File: src/rtl/jk_bank_pkg.sv
// Shared definitions for the JK bank arbiter.
// Contents: JK op encodings, FSM state type, grant-id constants, and the
// single-bit JK next-state helper.
package jk_bank_pkg;

  // Op encoding is {j,k}
  localparam logic [1:0] HOLD = 2'b00;
  localparam logic [1:0] CLR  = 2'b01;
  localparam logic [1:0] SET  = 2'b10;
  localparam logic [1:0] TGL  = 2'b11;

  localparam logic GID_A = 1'b0;
  localparam logic GID_B = 1'b1;

  typedef enum logic [1:0] {
    IDLE  = 2'd0,
    APPLY = 2'd1,
    DONE  = 2'd2
  } state_t;

  function automatic logic jk_bit(input logic [1:0] op, input logic q);
    case (op)
      CLR:     jk_bit = 1'b0;
      SET:     jk_bit = 1'b1;
      TGL:     jk_bit = ~q;
      default: jk_bit = q;
    endcase
  endfunction

endpackage

File: src/rtl/jk_bank_arb_if.sv
// Requester-side handshake bundle for jk_bank_arb.
// Each of the two requesters (a_*, b_*) has:
//   valid / ready  command handshake
//   op[1:0]        JK op {j,k}
//   mask[WIDTH]    bit-select for the op
//   done           one-cycle commit pulse
// master: the requesters' view.  slave: the controller's view.
interface jk_bank_arb_if #(parameter int WIDTH = 8);
  logic             a_valid;
  logic             a_ready;
  logic [1:0]       a_op;
  logic [WIDTH-1:0] a_mask;
  logic             a_done;

  logic             b_valid;
  logic             b_ready;
  logic [1:0]       b_op;
  logic [WIDTH-1:0] b_mask;
  logic             b_done;

  modport master (
    output a_valid, a_op, a_mask, b_valid, b_op, b_mask,
    input  a_ready, a_done, b_ready, b_done
  );

  modport slave (
    input  a_valid, a_op, a_mask, b_valid, b_op, b_mask,
    output a_ready, a_done, b_ready, b_done
  );
endinterface

File: src/rtl/jk_rr_arb.sv
// Two-way round-robin arbiter.
// Ports:
//   clk, rst     clock, synchronous active-high reset
//   req[1:0]     request lines (bit 0 = A, bit 1 = B)
//   advance      grant was taken this cycle; remember who won
//   grant[1:0]   one-hot grant, zero when no request
// A lone requester always wins. On a tie, the requester not granted
// last wins. After reset, A has priority.
module jk_rr_arb (
  input  logic       clk,
  input  logic       rst,
  input  logic [1:0] req,
  input  logic       advance,
  output logic [1:0] grant
);

  // last_b = 1 means B was granted last, so A wins a tie.
  logic last_b;

  always_comb begin
    grant = 2'b00;
    case (req)
      2'b01:   grant = 2'b01;
      2'b10:   grant = 2'b10;
      2'b11:   grant = last_b ? 2'b01 : 2'b10;
      default: grant = 2'b00;
    endcase
  end

  always_ff @(posedge clk) begin
    if (rst)          last_b <= 1'b1;
    else if (advance) last_b <= grant[1];
  end

endmodule

File: src/rtl/jk_bank_arb.sv
// Shared bank of WIDTH JK bit-cells, written by two requesters through a
// round-robin arbitrated IDLE -> APPLY -> DONE sequence.
// Ports:
//   clk, rst   clock, synchronous active-high reset
//   bus        requester handshakes (jk_bank_arb_if.slave)
//   q          current bank state
//   busy       high whenever the FSM is not IDLE
//   q_par      XOR of q, registered with q (only with JK_BANK_PARITY_EN)
// Optional feature macro: JK_BANK_PARITY_EN.
// Timing: accept at cycle N, q updated and done high at N+2, next accept
// at N+3 at the earliest.
module jk_bank_arb
  import jk_bank_pkg::*;
#(
  parameter int WIDTH = 8
) (
  input  logic             clk,
  input  logic             rst,
  jk_bank_arb_if.slave     bus,
  output logic [WIDTH-1:0] q,
  output logic             busy
`ifdef JK_BANK_PARITY_EN
  ,
  output logic             q_par
`endif
);

  state_t           state, state_nxt;
  logic [1:0]       op_r;
  logic [WIDTH-1:0] mask_r;
  logic             gid_r;
  logic [WIDTH-1:0] q_nxt;
  logic [1:0]       grant;
  logic             accept;

  jk_rr_arb u_arb (
    .clk     (clk),
    .rst     (rst),
    .req     ({bus.b_valid, bus.a_valid}),
    .advance (accept),
    .grant   (grant)
  );

  always_comb begin
    state_nxt   = state;
    bus.a_ready = 1'b0;
    bus.b_ready = 1'b0;
    bus.a_done  = 1'b0;
    bus.b_done  = 1'b0;
    accept      = 1'b0;
    case (state)
      IDLE: begin
        bus.a_ready = grant[0];
        bus.b_ready = grant[1];
        accept      = (bus.a_valid & grant[0]) | (bus.b_valid & grant[1]);
        if (accept) state_nxt = APPLY;
      end
      APPLY: state_nxt = DONE;
      DONE: begin
        bus.a_done = (gid_r == GID_A);
        bus.b_done = (gid_r == GID_B);
        state_nxt  = IDLE;
      end
      default: state_nxt = IDLE;
    endcase
  end

  // Per-bit JK cells; only masked bits move, and only in APPLY.
  for (genvar i = 0; i < WIDTH; i++) begin : g_cell
    assign q_nxt[i] = (state == APPLY && mask_r[i]) ? jk_bit(op_r, q[i]) : q[i];
  end

  assign busy = (state != IDLE);

  always_ff @(posedge clk) begin
    if (rst) begin
      state  <= IDLE;
      q      <= '0;
      op_r   <= HOLD;
      mask_r <= '0;
      gid_r  <= GID_A;
`ifdef JK_BANK_PARITY_EN
      q_par  <= 1'b0;
`endif
    end else begin
      state <= state_nxt;
      q     <= q_nxt;
`ifdef JK_BANK_PARITY_EN
      q_par <= ^q_nxt;
`endif
      if (accept) begin
        op_r   <= grant[1] ? bus.b_op   : bus.a_op;
        mask_r <= grant[1] ? bus.b_mask : bus.a_mask;
        gid_r  <= grant[1] ? GID_B : GID_A;
      end
    end
  end

endmodule

File: src/flat_wrapper.sv
// flat-port wrapper written by rule: the top's interface ports become plain ports
module jk_bank_arb_flat import jk_bank_pkg::*;
#(
  parameter int WIDTH = 8
)
  (clk, rst, q, busy, bus_a_valid, bus_a_op, bus_a_mask, bus_b_valid, bus_b_op, bus_b_mask, bus_a_ready, bus_a_done, bus_b_ready, bus_b_done);
  jk_bank_arb_if #(.WIDTH(WIDTH)) bus_i ();
  input  logic clk;
  input  logic rst;
  output logic [WIDTH-1:0] q;
  output logic busy;
  input wire logic [$bits(bus_i.a_valid)-1:0] bus_a_valid;
  input wire logic [$bits(bus_i.a_op)-1:0] bus_a_op;
  input wire logic [$bits(bus_i.a_mask)-1:0] bus_a_mask;
  input wire logic [$bits(bus_i.b_valid)-1:0] bus_b_valid;
  input wire logic [$bits(bus_i.b_op)-1:0] bus_b_op;
  input wire logic [$bits(bus_i.b_mask)-1:0] bus_b_mask;
  output wire logic [$bits(bus_i.a_ready)-1:0] bus_a_ready;
  output wire logic [$bits(bus_i.a_done)-1:0] bus_a_done;
  output wire logic [$bits(bus_i.b_ready)-1:0] bus_b_ready;
  output wire logic [$bits(bus_i.b_done)-1:0] bus_b_done;
  assign bus_i.a_valid = bus_a_valid;
  assign bus_i.a_op = bus_a_op;
  assign bus_i.a_mask = bus_a_mask;
  assign bus_i.b_valid = bus_b_valid;
  assign bus_i.b_op = bus_b_op;
  assign bus_i.b_mask = bus_b_mask;
  assign bus_a_ready = bus_i.a_ready;
  assign bus_a_done = bus_i.a_done;
  assign bus_b_ready = bus_i.b_ready;
  assign bus_b_done = bus_i.b_done;
  jk_bank_arb #(.WIDTH(WIDTH)) u_core (.clk(clk), .rst(rst), .bus(bus_i), .q(q), .busy(busy));
endmodule
File: config.mk
export PLATFORM = sky130hd
export DESIGN_NAME = jk_bank_arb_flat
export DESIGN_NICKNAME = d
export VERILOG_FILES = /design/src/rtl/jk_bank_pkg.sv /design/src/rtl/jk_bank_arb_if.sv /design/src/rtl/jk_rr_arb.sv /design/src/rtl/jk_bank_arb.sv /design/src/flat_wrapper.sv
export SDC_FILE = /design/constraint.sdc
export NUM_CORES = 1
export LEC_CHECK = 0
export CAP_MARGIN = 0
export CORE_AREA = 2 2 57 46
export CTS_CLUSTER_SIZE = 20
export DETAILED_ROUTE_END_ITERATION = 8
export DIE_AREA = 0 0 59 48
export PLACE_DENSITY = 0.78
export SYNTH_ARGS = -nofsm -noshare
export SYNTH_HDL_FRONTEND = slang
export SYNTH_SLANG_ARGS = --single-unit
export TNS_END_PERCENT = 10
File: constraint.sdc
create_clock -name clk -period 1.77 [get_ports clk]
set_input_delay 0.354 -clock clk [delete_from_list [all_inputs] [get_ports clk]]
set_output_delay 0.354 -clock clk [all_outputs]
set_load 0.02 [all_outputs]
==> Word-level counts from Yosys, hierarchy flattened <==
Cells that the tools add are included.
{ "word_totals": {"output_inout_bits": 13, "register_bits": 22, "input_bits": 24} }
{ "classes": {"n_bitwise": 12, "n_mux": 20, "n_reduce_logical": 19, "n_eq_ne": 9} }
{ "ops": {"columns": ["cell", "count"], "rows": [
  ["1-bit case mux with 3 select lines", 8],
  ["2-bit AND reduction", 8],
  ["2-bit equality test (second input constant)", 5],
  ["1-bit inverter", 9],
  ["1-bit logical AND", 8],
  ["8-bit two-way mux", 1],
  ["2-bit by 1-bit equality test with 1-bit output (second input constant)", 3],
  ["1-bit two-way mux", 6],
  ["2-bit two-way mux", 3],
  ["2-bit case mux with 3 select lines", 1],
  ["2-bit case mux with 2 select lines", 1],
  ["3-bit nonzero test", 1],
  ["1-bit AND", 2],
  ["2-bit zero test", 1],
  ["2-bit by 1-bit inequality test with 1-bit output (second input constant)", 1],
  ["2-bit nonzero test", 1],
  ["1-bit bitwise OR", 1]
]} }

==> Logic depth before layout (Yosys ltp) <==
{ "depth": {"word_depth": 6, "ltp_mapped": 4} }

==> Modules after synthesis <==
Synthesis repeated with hierarchy kept, for this count alone.
{ "hier_totals": {"cells_unflattened": 105, "area_unflattened_um2": 1074.8} }
{ "by_module_without_submodules": {"columns": ["module", "cells_per_inst", "instances", "area_per_inst_um2", "seq_area_each_um2"], "rows": [
  ["jk_bank_arb", 99, 1, 1021.0, 420.4],
  ["jk_rr_arb", 6, 1, 53.8, 20.0]
]} }

==> Least setup slack after synthesis <==
No wires, ideal clock.
{ "synth_path": {"kind": "reg-to-output", "start": "reg u_core.state[1]", "end": "out bus_b_ready", "arrival_time_ns": 1.156, "stages_incl_launch_ff": 5, "required_time_ns": 1.416, "slack_ns": 0.260, "cell_sequence": "dfxtp_1 > nor2_1 > buf_4 > inv_1 > nor2_1"} }
{ "synth_between": {"elab_chain_cells": 2} }
{ "synth_rtl": {"columns": ["item", "line", "rtl"], "rows": [
  ["start, declared", "jk_bank_arb.sv:28", "state_t state, state_nxt;"],
  ["start signal, assigned", "jk_bank_arb.sv:86", "state <= state_nxt;"],
  ["2-bit zero test", "jk_bank_arb.sv:51", "case (state)"],
  ["1-bit two-way mux", "jk_bank_arb.sv:51", null],
  ["end, declared", "flat_wrapper.sv:20", "output wire logic [$bits(bus_i.b_ready)-1:0] bus_b_ready;"]
]} }
No other way between the ends.

==> Worst setup path after layout <==
{ "layout_path": {"start": "reg u_core.state[1]", "end": "out busy"} }
{ "layout_between": {"elab_chain_cells": 1} }
{ "layout_rtl": {"columns": ["item", "line", "rtl"], "rows": [
  ["2-bit nonzero test", "jk_bank_arb.sv:73", "assign busy = (state != IDLE);"],
  ["end, declared", "flat_wrapper.sv:11", "output logic busy;"]
]} }
No other way between the ends.

==> impl_metrics.json <==
{
  "grt_max_degree": 23,
  "die_height_um": 48,
  "drt-total-wl_um": 2540,
  "finalCritPeriodShare_pct": 95.8,
  "worstHoldPathType": "flip-flop to flip-flop",
  "ys_types": 20,
  "wl_per_cell_um": 14.5,
  "via_per_inst": 5.69,
  "clk_root_buffer_cell": "clkbuf_4",
  "p_sw_w": 0.000302,
  "finalWorstSetupSlack_ps": 74.8,
  "synthFlopType": "dfxtp_1",
  "gp_congestion": 0.743,
  "rows": 15,
  "worstPathArrival_ps": 1340,
  "end_kind": "primary output",
  "core_area_um2": 2210,
  "cts_tree": "done",
  "crit_type": "flip-flop to primary output",
  "start_util_pct": 43.4,
  "final_common_cell": "clkdlybuf4s50_1",
  "syn_nets": 133,
  "cts.path.max_buffers": 2,
  "outcome": "finished, final reports clean",
  "grt_pass1_wl_um": 4080,
  "hold_violations": 0,
  "multi_input_comb_area_um2": 474,
  "preCtsSetupSlack_ps": -498,
  "fin_skew_ps": 9.86,
  "syn_to_final_growth_pct": 48.4,
  "startpoint_type": "flip-flop",
  "cts.sinks": 22,
  "clk_pin_slew_ps": 130,
  "cp.required_ps": 1420,
  "clkPwrFrac_pct": 32.5,
  "drc": 0,
  "grt_overflow": 0,
  "die_area_um2": 2830,
  "clk_latency_ps": 310,
  "drive_gt1_share_pct": 13.3,
  "first_iter_violations": 25,
  "yosysSeqAreaShare_pct": 45.8,
  "numPortBuffers": 36,
  "die_w_um": 59,
  "rsz0062_at_grt": "false",
  "antennaDiodeCount": 0,
  "postCtsSetupBuffers": 0,
  "holdBufCountCts": 0,
  "intPower_w": 0.000890,
  "fin_hold_ws_ps": 488,
  "powerDensity_nw_per_um2": 835,
  "grt_pass1_vias": 896,
  "antenna_found_initial": 0,
  "fillers": 182,
  "slew_violations": 0,
  "vias": 995,
  "synth-edff-count": 0,
  "post-dp-hpwl_um": 1840,
  "grt_usage_pct": 20.1,
  "path_max_fanout": 5,
  "final_cell_mix": "clkdlybuf4s50_1 (30), dfxtp_1 (22), nand2_1 (20)",
  "slew_headroom_pct": 71.3,
  "leakagePower_nw": 0.563,
  "synth_seq_cells": 22,
  "syn_area_um2": 962,
  "fmax_ghz": 0.590,
  "p_seq_share_pct": 47.2,
  "antenna_left": 0,
  "fin_crit_ps": 1700,
  "yosysWarnings": 0,
  "tightest_slew_ps": 430,
  "async_flop_share_pct": 0,
  "syn_inst": 109,
  "ir_drop_mv": 0.509,
  "nNetsFinal": 175,
  "cap_violations": 0,
  "fin_total_pwr_w": 0.00119,
  "htreeDepth": 1,
  "comb_power_share_pct": 20.3,
  "switching_share_pct": 25.4,
  "dr.pass1.iters": 4,
  "cts-buffers-inserted": 3,
  "setup_viol": 0,
  "io_pins": 37,
  "post_synth.cell_area_avg_um2": 8.83,
  "seqCellArea_um2": 440
}
cell type report:
class	count	area share, %
well taps	25	2.19
clock inverters	1	2.10
multi-input cells	77	33.2
flip-flops and latches	22	30.9
clock buffers	3	1.58
inverters	1	0.263
repair buffers	46	29.8
power by group through the flow:
| stage | combinational, W | sequential (W) | clock, W |
|---|---|---|---|
| 2_1_floorplan | 0.000127 | 0.000570 | 0 |
| 3_3_place_gp | 0.000242 | 0.000571 | 0 |
| 3_5_place_dp | 0.000249 | 0.000573 | 0 |
| 4_1_cts | 0.000242 | 0.000562 | 0.000391 |
| 5_1_grt | 0.000266 | 0.000568 | 0.000415 |
| 6_report | 0.000242 | 0.000563 | 0.000388 |
state kept, by name, indices dropped and copies added (netlist names):
register,cells
u_core.u_arb.last_b,1
u_core.op_r,2
u_core.mask_r,8
u_core.gid_r,1
u_core.state,2
u_core.q,8
cell usage after synthesis, drive strengths merged (2+ instances only):
master / n / area (um^2)
nor3b: 2 / 15.0
a21oi: 18 / 90.1
and3b: 3 / 26.3
nor2: 4 / 15.0
dfxtp: 22 / 440
a21bo: 4 / 40.0
nand3b: 3 / 22.5
clkbuf: 3 / 11.3
a311oi: 15 / 131
buf: 6 / 32.5
nand2: 20 / 75.1
nor2b: 2 / 12.5
final timing paths:
path / start / to / slack [ps] / depth (start not counted)
worst max register to register: u_core.state[1] / u_core.mask_r[1] / 210 / 5
worst min register to register: u_core.q[4] / u_core.q[4] / 490 / 1
worst min-delay path: u_core.q[4] / u_core.q[4] / 490 / 1
worst max-delay path: u_core.state[1] / busy / 70 / 4
cell families after synthesis:
kind of cell	share of synthesized area [%]
DFF	45.8
buffers and inverters	4.94
AOI/OAI and AO/OA	29.8
and+or+nand+nor	19.5
critical path: stages (launching register included):
cell	delay, ps
dfxtp_1	370
buf_4	150
nor2_1	130
inv_1	70
dlygate4sd2_1	320
what timing repair did:
item | in CTS | in global routing
endpoints found under the setup margin | 5 | 1
pin swaps | 1 | 0
endpoints found under the hold margin | 0 | 0
gates resized for setup | 13 | 1
through the flow:
step	TNS (ps)	std cells	instance area, um^2	utilization, %
6_report	0	175	1430	64.5
3_5_place_dp	-1270	171	1390	62.5
5_1_grt	0	175	1430	64.5
2_1_floorplan	0	109	962	-
3_3_place_gp	-935	171	1390	62.5
4_1_cts	0	175	1430	64.4
per-layer routing:
layer  routed length [um]  track usage [%]
met2                 1230             35.3
met5                    0                0
met1                 1150             24.0
met4                   27             6.82
met3                  133             5.95
No activity file was read; power rests on OpenSTA's default activity.
